## config.mk

```make
export PLATFORM = sky130hd
export DESIGN_NAME = spi_command_rx_flat
export DESIGN_NICKNAME = d
export VERILOG_FILES = /design/src/rtl/spi_command_rx_pkg.sv /design/src/rtl/spi_command_rx_if.sv /design/src/rtl/spi_command_rx_byte_fifo_fwft.sv /design/src/rtl/spi_command_rx.sv /design/src/flat_wrapper.sv
export SDC_FILE = /design/constraint.sdc
export NUM_CORES = 1
export LEC_CHECK = 0
export ABC_AREA = 0
export CORE_ASPECT_RATIO = 0.6
export CORE_MARGIN = 5
export CORE_UTILIZATION = 55
export CTS_CLUSTER_DIAMETER = 150
export DETAILED_ROUTE_END_ITERATION = 10
export PLACE_DENSITY = 0.71
export SETUP_SLACK_MARGIN = 0.3
export SLEW_MARGIN = 10
export SYNTH_ARGS = -nofsm -noshare
export SYNTH_HDL_FRONTEND = slang
export SYNTH_SLANG_ARGS = --single-unit
```

## constraint.sdc

```tcl
create_clock -name clk -period 6.7 [get_ports clk]
set_clock_uncertainty 0.2 [all_clocks]
set_input_delay 1.34 -clock clk [delete_from_list [all_inputs] [get_ports clk]]
set_output_delay 1.34 -clock clk [all_outputs]
set_load 0.01 [all_outputs]
```

## src/rtl/spi_command_rx_pkg.sv

```systemverilog
// Shared constants and the MISO status-byte packer for the SPI command receiver.
package spi_command_rx_pkg;
  localparam int SPI_RX_BYTE_WIDTH  = 8;
  localparam int SPI_RX_FIFO_DEPTH  = 16;
  localparam int ST_OVF_BIT         = 7;
  localparam int ST_FULL_BIT        = 6;
  localparam int ST_LVL_MSB         = 5;

  // Status byte layout: {overflow, full, level saturated to 6 bits}.
  function automatic logic [SPI_RX_BYTE_WIDTH-1:0] status_byte(
    input logic ovf, input logic full, input int unsigned lvl);
    logic [ST_LVL_MSB:0] l;
    l = (lvl > 63) ? 6'd63 : 6'(lvl);
    return {ovf, full, l};
  endfunction
endpackage

```

## src/rtl/spi_command_rx_if.sv

```systemverilog
// Controller-side byte stream: FWFT head, pop strobe, occupancy and overflow status.
interface spi_command_rx_if
  import spi_command_rx_pkg::*;
  #(parameter int LVL_W = 5);
  logic [SPI_RX_BYTE_WIDTH-1:0] in_byte;
  logic                         in_ready;
  logic                         next;
  logic [LVL_W-1:0]             fifo_level;
  logic                         overflow;
  logic                         clear_overflow;

  modport master (output next, clear_overflow,
                  input  in_byte, in_ready, fifo_level, overflow);
  modport slave  (input  next, clear_overflow,
                  output in_byte, in_ready, fifo_level, overflow);
endinterface

```

## src/rtl/spi_command_rx_byte_fifo_fwft.sv

```systemverilog
// First-word-fall-through byte FIFO; pointers carry an extra wrap bit for full/empty.
module byte_fifo_fwft
  import spi_command_rx_pkg::*;
  #(parameter int DEPTH = SPI_RX_FIFO_DEPTH,
    localparam int AW = $clog2(DEPTH),
    localparam int PW = AW + 1)
  (input  logic                         clk,
   input  logic                         reset,
   input  logic                         i_push,
   input  logic                         i_pop,
   input  logic [SPI_RX_BYTE_WIDTH-1:0] i_din,
   output logic [SPI_RX_BYTE_WIDTH-1:0] o_dout,
   output logic [PW-1:0]                o_level,
   output logic                         o_full,
   output logic                         o_empty);

  logic [SPI_RX_BYTE_WIDTH-1:0] r_mem [DEPTH];
  logic [PW-1:0] r_wr, r_rd, r_level;
  logic [PW-1:0] w_wr_nxt, w_rd_nxt;
  logic          w_do_push, w_do_pop;

  assign o_empty = (r_wr == r_rd);
  assign o_full  = (r_wr[AW] != r_rd[AW]) && (r_wr[AW-1:0] == r_rd[AW-1:0]);
  // A pop frees a slot in the same cycle, so a full FIFO can still accept.
  assign w_do_pop  = i_pop & ~o_empty;
  assign w_do_push = i_push & (~o_full | w_do_pop);
  assign w_wr_nxt  = r_wr + PW'(w_do_push);
  assign w_rd_nxt  = r_rd + PW'(w_do_pop);
  assign o_dout    = r_mem[r_rd[AW-1:0]];
  assign o_level   = r_level;

  always_ff @(posedge clk or posedge reset) begin
    if (reset) begin
      r_wr    <= '0;
      r_rd    <= '0;
      r_level <= '0;
      for (int i = 0; i < DEPTH; i++) r_mem[i] <= '0;
    end else begin
      if (w_do_push) r_mem[r_wr[AW-1:0]] <= i_din;
      r_wr    <= w_wr_nxt;
      r_rd    <= w_rd_nxt;
      r_level <= w_wr_nxt - w_rd_nxt;
    end
  end
endmodule

```

## src/rtl/spi_command_rx.sv

```systemverilog
// SPI mode-0 byte receiver feeding a FWFT FIFO for the command controller.
// Define SPI_RX_MISO_STATUS_EN to shift a status byte out on spi_miso.
module spi_command_rx
  import spi_command_rx_pkg::*;
  #(parameter int FIFO_DEPTH  = SPI_RX_FIFO_DEPTH,
    parameter int SYNC_STAGES = 2)
  (input  logic clk,
   input  logic reset,
   input  logic spi_sck,
   input  logic spi_mosi,
   input  logic spi_cs_n,
   output logic spi_miso,
   spi_command_rx_if.slave ctl);

  localparam int LW = $clog2(FIFO_DEPTH) + 1;

  logic [SYNC_STAGES-1:0]       r_sck_sync, r_mosi_sync, r_cs_sync;
  logic                         r_sck_d, r_cs_d;
  logic                         w_sck, w_mosi, w_cs_n, w_sck_rise;
  logic [2:0]                   r_bit_cnt;
  logic [6:0]                   r_shift;
  logic [SPI_RX_BYTE_WIDTH-1:0] w_byte_nxt, r_push_byte;
  logic                         r_push, r_overflow;
  logic                         w_full, w_empty, w_drop;
  logic [LW-1:0]                w_level;

  always_ff @(posedge clk or posedge reset) begin
    if (reset) begin
      r_sck_sync  <= '0;
      r_mosi_sync <= '0;
      r_cs_sync   <= '1;
      r_sck_d     <= 1'b0;
      r_cs_d      <= 1'b1;
    end else begin
      r_sck_sync  <= {r_sck_sync[SYNC_STAGES-2:0], spi_sck};
      r_mosi_sync <= {r_mosi_sync[SYNC_STAGES-2:0], spi_mosi};
      r_cs_sync   <= {r_cs_sync[SYNC_STAGES-2:0], spi_cs_n};
      r_sck_d     <= w_sck;
      r_cs_d      <= w_cs_n;
    end
  end

  assign w_sck      = r_sck_sync[SYNC_STAGES-1];
  assign w_mosi     = r_mosi_sync[SYNC_STAGES-1];
  assign w_cs_n     = r_cs_sync[SYNC_STAGES-1];
  assign w_sck_rise = w_sck & ~r_sck_d;
  assign w_byte_nxt = {r_shift, w_mosi};

  // Deasserting cs_n clears the partial byte, so an aborted byte is never pushed.
  always_ff @(posedge clk or posedge reset) begin
    if (reset) begin
      r_bit_cnt   <= '0;
      r_shift     <= '0;
      r_push      <= 1'b0;
      r_push_byte <= '0;
    end else begin
      r_push <= 1'b0;
      if (w_cs_n) begin
        r_bit_cnt <= '0;
        r_shift   <= '0;
      end else if (w_sck_rise) begin
        r_shift   <= w_byte_nxt[6:0];
        r_bit_cnt <= r_bit_cnt + 3'd1;
        if (r_bit_cnt == 3'd7) begin
          r_push      <= 1'b1;
          r_push_byte <= w_byte_nxt;
        end
      end
    end
  end

  byte_fifo_fwft #(.DEPTH(FIFO_DEPTH)) u_fifo (
    .clk     (clk),
    .reset   (reset),
    .i_push  (r_push),
    .i_pop   (ctl.next),
    .i_din   (r_push_byte),
    .o_dout  (ctl.in_byte),
    .o_level (w_level),
    .o_full  (w_full),
    .o_empty (w_empty));

  assign w_drop = r_push & w_full & ~(ctl.next & ~w_empty);

  always_ff @(posedge clk or posedge reset) begin
    if (reset)                   r_overflow <= 1'b0;
    else if (w_drop)             r_overflow <= 1'b1;
    else if (ctl.clear_overflow) r_overflow <= 1'b0;
  end

  assign ctl.in_ready   = ~w_empty;
  assign ctl.fifo_level = w_level;
  assign ctl.overflow   = r_overflow;

`ifdef SPI_RX_MISO_STATUS_EN
  logic [SPI_RX_BYTE_WIDTH-1:0] r_tx, w_status;
  logic                         w_sck_fall, w_cs_fall;

  assign w_sck_fall = ~w_sck & r_sck_d;
  assign w_cs_fall  = ~w_cs_n & r_cs_d;
  assign w_status   = status_byte(r_overflow, w_full, int'(w_level));

  // Counter back at 0 on a falling edge means a byte boundary just passed.
  always_ff @(posedge clk or posedge reset) begin
    if (reset)           r_tx <= '0;
    else if (w_cs_n)     r_tx <= '0;
    else if (w_cs_fall)  r_tx <= w_status;
    else if (w_sck_fall) r_tx <= (r_bit_cnt == 3'd0) ? w_status : {r_tx[6:0], 1'b0};
  end

  assign spi_miso = r_tx[SPI_RX_BYTE_WIDTH-1];
`else
  assign spi_miso = 1'b0;
`endif
endmodule

```

## src/flat_wrapper.sv

```systemverilog
// flat-port wrapper written by rule: the top's interface ports become plain ports
module spi_command_rx_flat import spi_command_rx_pkg::*;
#(parameter int FIFO_DEPTH  = SPI_RX_FIFO_DEPTH,
    parameter int SYNC_STAGES = 2)
  (clk, reset, spi_sck, spi_mosi, spi_cs_n, spi_miso, ctl_next, ctl_clear_overflow, ctl_in_byte, ctl_in_ready, ctl_fifo_level, ctl_overflow);
  spi_command_rx_if ctl_i ();
  input  logic clk;
  input  logic reset;
  input  logic spi_sck;
  input  logic spi_mosi;
  input  logic spi_cs_n;
  output logic spi_miso;
  input wire logic [$bits(ctl_i.next)-1:0] ctl_next;
  input wire logic [$bits(ctl_i.clear_overflow)-1:0] ctl_clear_overflow;
  output wire logic [$bits(ctl_i.in_byte)-1:0] ctl_in_byte;
  output wire logic [$bits(ctl_i.in_ready)-1:0] ctl_in_ready;
  output wire logic [$bits(ctl_i.fifo_level)-1:0] ctl_fifo_level;
  output wire logic [$bits(ctl_i.overflow)-1:0] ctl_overflow;
  assign ctl_i.next = ctl_next;
  assign ctl_i.clear_overflow = ctl_clear_overflow;
  assign ctl_in_byte = ctl_i.in_byte;
  assign ctl_in_ready = ctl_i.in_ready;
  assign ctl_fifo_level = ctl_i.fifo_level;
  assign ctl_overflow = ctl_i.overflow;
  spi_command_rx #(.FIFO_DEPTH(FIFO_DEPTH), .SYNC_STAGES(SYNC_STAGES)) u_core (.clk(clk), .reset(reset), .spi_sck(spi_sck), .spi_mosi(spi_mosi), .spi_cs_n(spi_cs_n), .spi_miso(spi_miso), .ctl(ctl_i));
endmodule
```

* Word-level counts from Yosys, hierarchy flattened
Cells that the tools add are included.
Widths: inputs -> output; s select.
** Word-level totals
- Memories kept :: 0
- Flip-flop bits (word level) :: 170
- ROM bits :: 0
- Word-level logic and storage cells :: 72
- Bits in latches :: 0
- RAM bits :: 0
** Cells by class
- Multiplexer cells :: 15
- Reduce and logical (&&, ||, !) cells :: 5
- Shift operators :: 0
- Divide/modulo/power cells :: 0
- $mul :: 0
- $add $sub $neg :: 4
- Equal/unequal tests :: 4
- Bitwise logic cells :: 13
- Magnitude comparators :: 3
** Operators with widths (count)
- $bwmux 128 :: 1
- $bmux 8 s4 :: 1
- $demux 8 s4 :: 1
- $mux 8 :: 3
- $mux 7 :: 2
- $add 5x1->5 :: 2
- $ge 5x5->1 const B :: 2
- $not 4->5 :: 2
- $mux 3 :: 2
- $and 1x1->1 :: 5
- $eq 5x5->1 :: 1
- $lt 5x1->1 const B :: 1
- $mux 1 :: 5
- $not 1->1 :: 5
- $sub 5x5->5 :: 1
- $eq 4x4->1 :: 1
- $reduce_bool 2->1 :: 2
- $add 3x1->3 const B :: 1
- $eq 3x3->1 const B :: 1
- $reduce_and 3->1 :: 1
- $logic_and 1x1->1 :: 2
- $ne 1x1->1 :: 1
- $or 1x1->1 :: 1

* Logic depth before layout (Yosys ltp)
Gate-level depths: netlist of the first run.
- Depth after elaboration :: 7
- Gate-level depth with buffers :: 16

* Hierarchy
A second synthesis of the first run with hierarchy kept.
** Unflattened totals
- Cells, all modules :: 531
- Area, all modules :: 7862.5 um2
** By module, submodules not included
- byte_fifo_fwft :: area each 6839.1 um2, cells an instance 450, instances 1
- spi_command_rx :: area each 1023.5 um2, cells an instance 81, instances 1

* Worst setup path after synthesis of the first run
Ideal clock, no wire load.
- Kind :: input to register
- From :: input port ctl_next
- To :: register u_core.u_fifo.r_level[4], in the netlist u_core.u_fifo.o_level[4]
- Data arrival time :: 3.574 ns
- Path slack :: 2.846 ns
- Stages :: 12
- Required time :: 6.420 ns
- Library setup time :: 0.080 ns
- Buffers on the path :: 1
- Cells stage by stage :: nor2_4 buf_4 a21boi_0 ha_1 inv_1 ha_1 inv_1 fa_1 a21o_1 a21oi_1 xnor2_1 xnor2_1
** On the way
- Longest elaborated chain between the ends :: 5
- Elaborated cells between the ends (all ways) :: 6
- Those cells by class :: add/sub (3); bitwise (3)
** Ends and longest elaborated chain
- start: declaration :: RTL line flat_wrapper.sv:13 : input wire logic [$bits(ctl_i.next)-1:0] ctl_next;
- $and 1x1->1 :: RTL line spi_command_rx_byte_fifo_fwft.sv:25 : assign w_do_pop = i_pop & ~o_empty;
- $or 1x1->1 :: RTL line spi_command_rx_byte_fifo_fwft.sv:26 : assign w_do_push = i_push & (~o_full | w_do_pop);
- $and 1x1->1 :: RTL line spi_command_rx_byte_fifo_fwft.sv:26
- $add 5x1->5 :: RTL line spi_command_rx_byte_fifo_fwft.sv:27 : assign w_wr_nxt = r_wr + PW'(w_do_push);
- named net u_core.u_fifo.w_wr_nxt[0] :: RTL line spi_command_rx_byte_fifo_fwft.sv:19 : logic [PW-1:0] w_wr_nxt, w_rd_nxt;
- $sub 5x5->5 :: RTL line spi_command_rx_byte_fifo_fwft.sv:42 : r_level <= w_wr_nxt - w_rd_nxt;
- end signal: assignment :: RTL line spi_command_rx_byte_fifo_fwft.sv:42
- end: declaration :: RTL line spi_command_rx_byte_fifo_fwft.sv:18 : logic [PW-1:0] r_wr, r_rd, r_level;
The timed path passes the listed nets, and every way through them passes these cells.
A chain may end at the register's enable or synchronous reset.

* Worst setup path after layout of the first run
- From :: register u_core.u_fifo.r_rd[0]
- To :: output port ctl_in_byte[7]
** On the way
- Longest elaborated chain between the ends :: 4
** Ends and longest elaborated chain
- start: declaration :: RTL line spi_command_rx_byte_fifo_fwft.sv:18
- start signal: assignment :: RTL line spi_command_rx_byte_fifo_fwft.sv:41 : r_rd <= w_rd_nxt;
- $not 4->5 (not written as such) :: RTL line spi_command_rx_byte_fifo_fwft.sv:29 : assign o_dout = r_mem[r_rd[AW-1:0]];
- $bmux 8 s4 :: RTL line spi_command_rx_byte_fifo_fwft.sv:29
- $mux 8 (not written as such) (2 in a row) :: RTL line spi_command_rx_byte_fifo_fwft.sv:29
- end: declaration :: RTL line flat_wrapper.sv:15 : output wire logic [$bits(ctl_i.in_byte)-1:0] ctl_in_byte;
No other way between the ends. The select of a mux whose other input is x is not followed.

==> results of run 1 <==
==> cells by family after synthesis <==
family / share of synthesized area (%)
AO/OA/AOI/OAI: 5.87
adder cells (fa/ha/maj): 1.87
AND/OR/NAND/NOR: 3.96
XOR/XNOR: 1.92
other: 0.0483
flip-flops: 54.8
multiplexers: 29.0
buffers and inverters: 2.51
==> state kept, by name (all words and copies together), names as in the netlist, 3 cells and up <==
| signal | count |
|---|---|
| u_core.u_fifo.r_wr | 5 |
| u_core.u_fifo.r_mem | 128 |
| u_core.r_push_byte | 8 |
| u_core.u_fifo.r_rd | 5 |
| u_core.r_shift | 7 |
| u_core.u_fifo.o_level | 5 |
| u_core.r_bit_cnt | 3 |
==> layout make-up <==
type	count	area share, %
sequential	170	49.0
multi-input combinational	304	38.2
clock buffer	22	5.34
timing repair buffer	27	2.94
tap	192	2.76
clock inverter	10	1.37
inverter	8	0.403
==> final timing paths <==
| check | to | slack (ns) | startpoint |
|---|---|---|---|
| min in group asynchronous | u_core.u_fifo.r_mem[80] | 1.06 | reset |
| setup reg to reg | u_core.u_fifo.o_level[4] | 2.55 | u_core.u_fifo.r_rd[0] |
| hold reg to reg | u_core.r_sck_sync[1] | 0.15 | u_core.r_sck_sync[0] |
| setup / recovery | ctl_in_byte[7] | 2.17 | u_core.u_fifo.r_rd[0] |
| hold / removal | u_core.r_sck_sync[1] | 0.15 | u_core.r_sck_sync[0] |
| max in group asynchronous | u_core.u_fifo.r_mem[36] | 3.86 | reset |
==> power groups by stage <==
stage | registers, mW | logic [mW] | clock network, mW
floorplan | 1.10 | 0.349 | 0
global placement | 1.10 | 0.456 | 0
detailed placement | 1.10 | 0.473 | 0
CTS | 1.09 | 0.474 | 0.992
global route | 1.09 | 0.504 | 1.04
finish | 1.08 | 0.461 | 0.978
==> worst max-delay path, stage by stage, from the launching register on <==
cell and delay (ns):
dfrtp_2 0.46, buf_4 0.54, mux4_2 0.58, a22oi_1 0.35
nand2_1 0.11, clkdlybuf4s50_1 0.50
==> metrics by stage <==
stage | utilization, % | std cells | instance area [um2] | power, mW | hold slack, ns
floorplan | - | 516 | 7760 | 1.44 | 0.131
global placement | 59.0 | 701 | 8110 | 1.56 | 0.132
detailed placement | 59.0 | 701 | 8110 | 1.58 | 0.141
CTS | 63.2 | 733 | 8690 | 2.55 | 0.155
global route | 63.2 | 733 | 8690 | 2.63 | 0.165
finish | 63.2 | 733 | 8690 | 2.52 | 0.151
==> Yosys cell counts (2+ instances only) <==
master	count
dfrtp_1	168
mux2_2	133
mux4_2	32
nand2_1	30
a22oi_1	16
a21oi_1	11
clkbuf_1	11
ha_1	10
buf_1	9
xnor2_1	9
buf_2	8
inv_1	8
xor2_1	8
a21oi_4	7
a211oi_2	6
nand3_1	6
nand4b_1	4
nor2_1	4
buf_4	3
mux2_1	3
nand2b_1	3
nand4_1	3
nor2b_1	3
a2111oi_4	2
a21o_1	2
and2_1	2
buf_6	2
dfstp_2	2
==> routing by layer <==
| layer | share of wire (%) | global-route usage [%] | vias to the layer above |
|---|---|---|---|
| met5 | 0 | 0 | - |
| met4 | 0.53 | 3.74 | 0 |
| met2 | 45 | 31.6 | 113 |
| met3 | 7.4 | 5.56 | 4 |
| met1 | 47 | 31.0 | 2268 |
| li1 | - | - | 1898 |
==> results_dict.tcl, run 1 <==
set metrics [dict create \
    synth_edf_count 0 \
    power_density_nw_per_um2 290 \
    drv_slew 0 \
    area_growth_pct 12.0 \
    cts-root-buf "clkbuf_16" \
    synth_flop_cell "dfrtp_1" \
    syn-cell-area_um2 7760 \
    first_global_vias 4619 \
    htreeDepth 4 \
    hold_path_depth 0 \
    status "completed" \
    cts_tree "yes" \
    cts_max_path_buffers 2 \
    p_clk_share_pct 38.7 \
    setup_tns_ns 0 \
    num_antenna_cells 0 \
    crit_fanout 29 \
    synth_top_cell_by_area "dfrtp_1" \
    rsz0062_at_grt "no" \
    dieArea_um2 16700 \
    wl_per_cell_um 21.7 \
    cts_inserted_buffers 17 \
    final-setup-viol-count 0 \
    drc_errors 0 \
    critical_path_class "flop to output pin" \
    worst_pin_slew_ns 1.08 \
    ys_top_cells_by_area "dfrtp_1, mux2_2, mux4_2" \
    period_needed_ns 4.53 \
    via_per_inst 5.84 \
    cellLeakagePower_nw 4.02 \
    netlist.area_leader.share_pct 54.1 \
    relSlewSlack_pct 27.8 \
    r2r_cells 14 \
    cts_hold_buffers 0 \
    p_seq_share_pct 43.0 \
    ys_ff_latch 170 \
    yosysUniqueCellTypes 39 \
    p_comb_share_pct 18.3 \
    synthCells 516 \
    fin_ws_ns 2.17 \
    internal_power_mw 1.81 \
    worstSetupStartpointType "flop" \
    core_um2 13700 \
    drive_gt1_share_pct 41.0 \
    grt_max_degree 89 \
    antenna_found_initial 0 \
    period_share_pct 67.6 \
    yosysSeqAreaShare_pct 54.8 \
    p_sw_share_pct 28.3 \
    layout.cells.most_common_list "dfrtp_1, mux2_2, mux4_2" \
    ios 23 \
    crit_arrival_ns 2.99 \
    multi_input_area_um2 3320 \
    first_pass_iters 4 \
    grt_usage_pct 20.8 \
    insertion_delay_ns 0.42 \
    max_freq_mhz 221 \
    p_switching_mw 0.713 \
    avgSynthCellArea_um2 15.0 \
    drt_iter0_markers 218 \
    required_ns 5.16 \
    post-place-ws_ns 1.95 \
    die_x_um 163 \
    wl_um 15900 \
    cts_setup_buffers 0 \
    clock-sinks 170 \
    port-buffer-count 21 \
    antenna_left 0 \
    grt_pass1_wl_um 26000 \
    num-fill-cells 1013 \
    seq_area_um2 4260 \
    dp_hpwl_um 10300 \
    hp-class "flop to flop" \
    cap_violations 0 \
    num_rows 33 \
    clk_pin_slew_ns 0.06 \
    gp_congestion 0.760 \
    final_common_cell "dfrtp_1" \
    routed-via-count 4283 \
    start_util_pct 56.5 \
    synth_fp_nets 534 \
    ir_worst_vdd_v 0.000192 \
    dieHeight_um 102 \
    hold_violations 0 \
    yosysWarningCount 0 \
    nets 546 \
    end_kind "output pin" \
    cts_resized 0 \
    grt_overflow_total 0 \
    ys_async_sr_fraction_pct 100 \
]
No activity file was read; power rests on OpenSTA's default activity.
==> inputs of run 2 (changes only) <==
PLACE_DENSITY = 0.74   (was 0.71)
clock period = 3.85 ns   (was 6.7 ns; I/O delays follow)
==> run 2 against run 1 <==
Compared with the run above:
- critical path depth is the same
- utilization increased by 2.5 points
- final area grew 3.9%
- routed wire length rose by 4.2%
- register-to-register slack worse by 2.0 ns
- die area is the same
- clock-buffer cell count grew 1
- total power up 88%
- critical path type unchanged
- largest cell class unchanged
- highest routed layer is now met5
==> results_dict.tcl, run 2 (synthesized netlist as in run 1, its figures left out) <==
set metrics [dict create \
    status "completed" \
    insertion_delay_ns 0.43 \
    cpPeakStageDelay_ns 0.55 \
    final_cells 756 \
    first_global_vias 4730 \
    critical_path_class "flop to output pin" \
    max_freq_mhz 285 \
    period_share_pct 91.2 \
    drv_slew 0 \
    regMostFlops "u_core.u_fifo.r_mem" \
    drive_gt1_share_pct 44.1 \
    clk_pin_slew_ns 0.06 \
    grt_usage_pct 21.5 \
    num_antenna_cells 0 \
    core_um2 13700 \
    hp-class "flop to flop" \
    grt_pass1_wl_um 26900 \
    seq_area_um2 4260 \
    via_per_inst 5.89 \
    dieHeight_um 102 \
    port-buffer-count 21 \
    place_inst 713 \
    p_switching_mw 1.29 \
    post-place-ws_ns 0.318 \
    wl_um 16600 \
    wl_per_cell_um 22.0 \
    final_util_pct 65.7 \
    internal_power_mw 3.45 \
    worstSetupStartpointType "flop" \
    worst_pin_slew_ns 0.888 \
    ir_worst_vdd_v 0.000284 \
    cts-root-buf "clkbuf_16" \
    multi_input_area_um2 3340 \
    gp_congestion 0.824 \
    crit_arrival_ns 2.54 \
    p_seq_share_pct 40.3 \
    crit_family "buffers and inverters" \
    end_kind "output pin" \
    path_buf_inv 2 \
    final-setup-viol-count 0 \
    rsz0062_at_grt "yes" \
    drc_errors 0 \
    fin_ws_ns 0.337 \
    p_clk_share_pct 38.9 \
    worstPathCellList "buf_16 -> mux4_2 -> a22oi_1 -> nand2_1 -> clkdlybuf4s50_1" \
    period_needed_ns 3.51 \
    p_sw_share_pct 27.3 \
    num_rows 33 \
    die_x_um 163 \
    cts_hold_buffers 0 \
    cts_max_path_buffers 2 \
    ios 23 \
    layout.cells.most_common_list "dfrtp_1, mux2_2, mux4_2" \
    num-fill-cells 992 \
    final_common_cell "dfrtp_1" \
    hold_violations 0 \
    required_ns 2.88 \
    first_pass_iters 5 \
    clock-sinks 170 \
    power_density_nw_per_um2 525 \
    cellLeakagePower_nw 4.27 \
    start_util_pct 56.5 \
    grt_overflow_total 0 \
    htreeDepth 4 \
    place_area_um2 8240 \
    setup_tns_ns 0 \
    cts_inserted_buffers 17 \
    largest_reg_flops 128 \
    slowest_stage "dfrtp_4" \
    grt_max_degree 84 \
    dieArea_um2 16700 \
    routed-via-count 4454 \
    top_regs "u_core.u_fifo.r_mem: 128 flops, u_core.r_push_byte: 8 flops, u_core.r_shift: 7 flops" \
    cap_violations 0 \
    area_growth_pct 16.4 \
    dp_hpwl_um 10700 \
    p_comb_share_pct 20.9 \
    relSlewSlack_pct 40.7 \
    cts_tree "yes" \
    antenna_left 0 \
    crit_fanout 7 \
    fin_area_um2 9030 \
    nets 569 \
    antenna_found_initial 0 \
    drt_iter0_markers 400 \
]
run 2: final cells by class:
class | instances | area share (%)
sequential | 170 | 47.2
multi-input combinational | 304 | 37.0
timing repair buffer | 50 | 5.76
clock buffer | 23 | 5.29
tap | 192 | 2.66
clock inverter | 9 | 1.77
inverter | 8 | 0.374
run 2: worst reg2reg max path: cells and delay by family (launching register included):
kind                     cells  cell delay, ns
AO/OA/AOI/OAI                2            0.33
XOR/XNOR                     3            0.45
adder cells (fa/ha/maj)      3            0.95
buffers and inverters        2            0.26
flip-flops                   1            0.58
AND/OR/NAND/NOR              3            0.49
run 2: per-layer routing:
metal | routed length, um | GRT usage [%] | vias up
met5 | 49 | 0 | -
met4 | 181 | 6.19 | 2
met3 | 725 | 4.47 | 19
met2 | 7640 | 33.2 | 96
met1 | 8010 | 31.5 | 2383
li1 | - | - | 1954
run 2: worst paths after layout:
path                                  startpoint                       end  cells past startpoint  slack, ns
setup / recovery           u_core.u_fifo.r_rd[0]            ctl_in_byte[2]                      5       0.34
hold / removal             u_core.r_mosi_sync[0]     u_core.r_mosi_sync[1]                      0       0.15
setup reg to reg           u_core.u_fifo.r_rd[0]  u_core.u_fifo.o_level[4]                     13       0.51
hold reg to reg            u_core.r_mosi_sync[0]     u_core.r_mosi_sync[1]                      0       0.15
max in group asynchronous                  reset       u_core.r_cs_sync[0]                      3       2.27
min in group asynchronous                  reset   u_core.u_fifo.r_mem[81]                      2       0.45
run 2: repair_timing:
| item | in CTS | in global routing |
|---|---|---|
| endpoints found under the setup margin | 8 | 8 |
| cloned | 1 | 1 |
| pin swaps | 0 | 1 |
| setup buffers | 4 | 5 |
| resized for setup | 3 | 8 |
run 2: power by group through the flow:
stage | registers (mW) | logic [mW] | clock network, mW
2_1_floorplan | 1.91 | 0.608 | 0
3_3_place_gp | 1.94 | 0.809 | 0
3_5_place_dp | 1.94 | 0.837 | 0
4_1_cts | 1.91 | 0.930 | 1.87
5_1_grt | 1.92 | 1.07 | 1.95
6_report | 1.91 | 0.989 | 1.84
run 2: stage by stage:
stage,hold slack [ns],power (mW)
2_1_floorplan,0.131,2.51
3_3_place_gp,0.133,2.75
3_5_place_dp,0.135,2.78
4_1_cts,0.146,4.71
5_1_grt,0.155,4.93
6_report,0.147,4.74
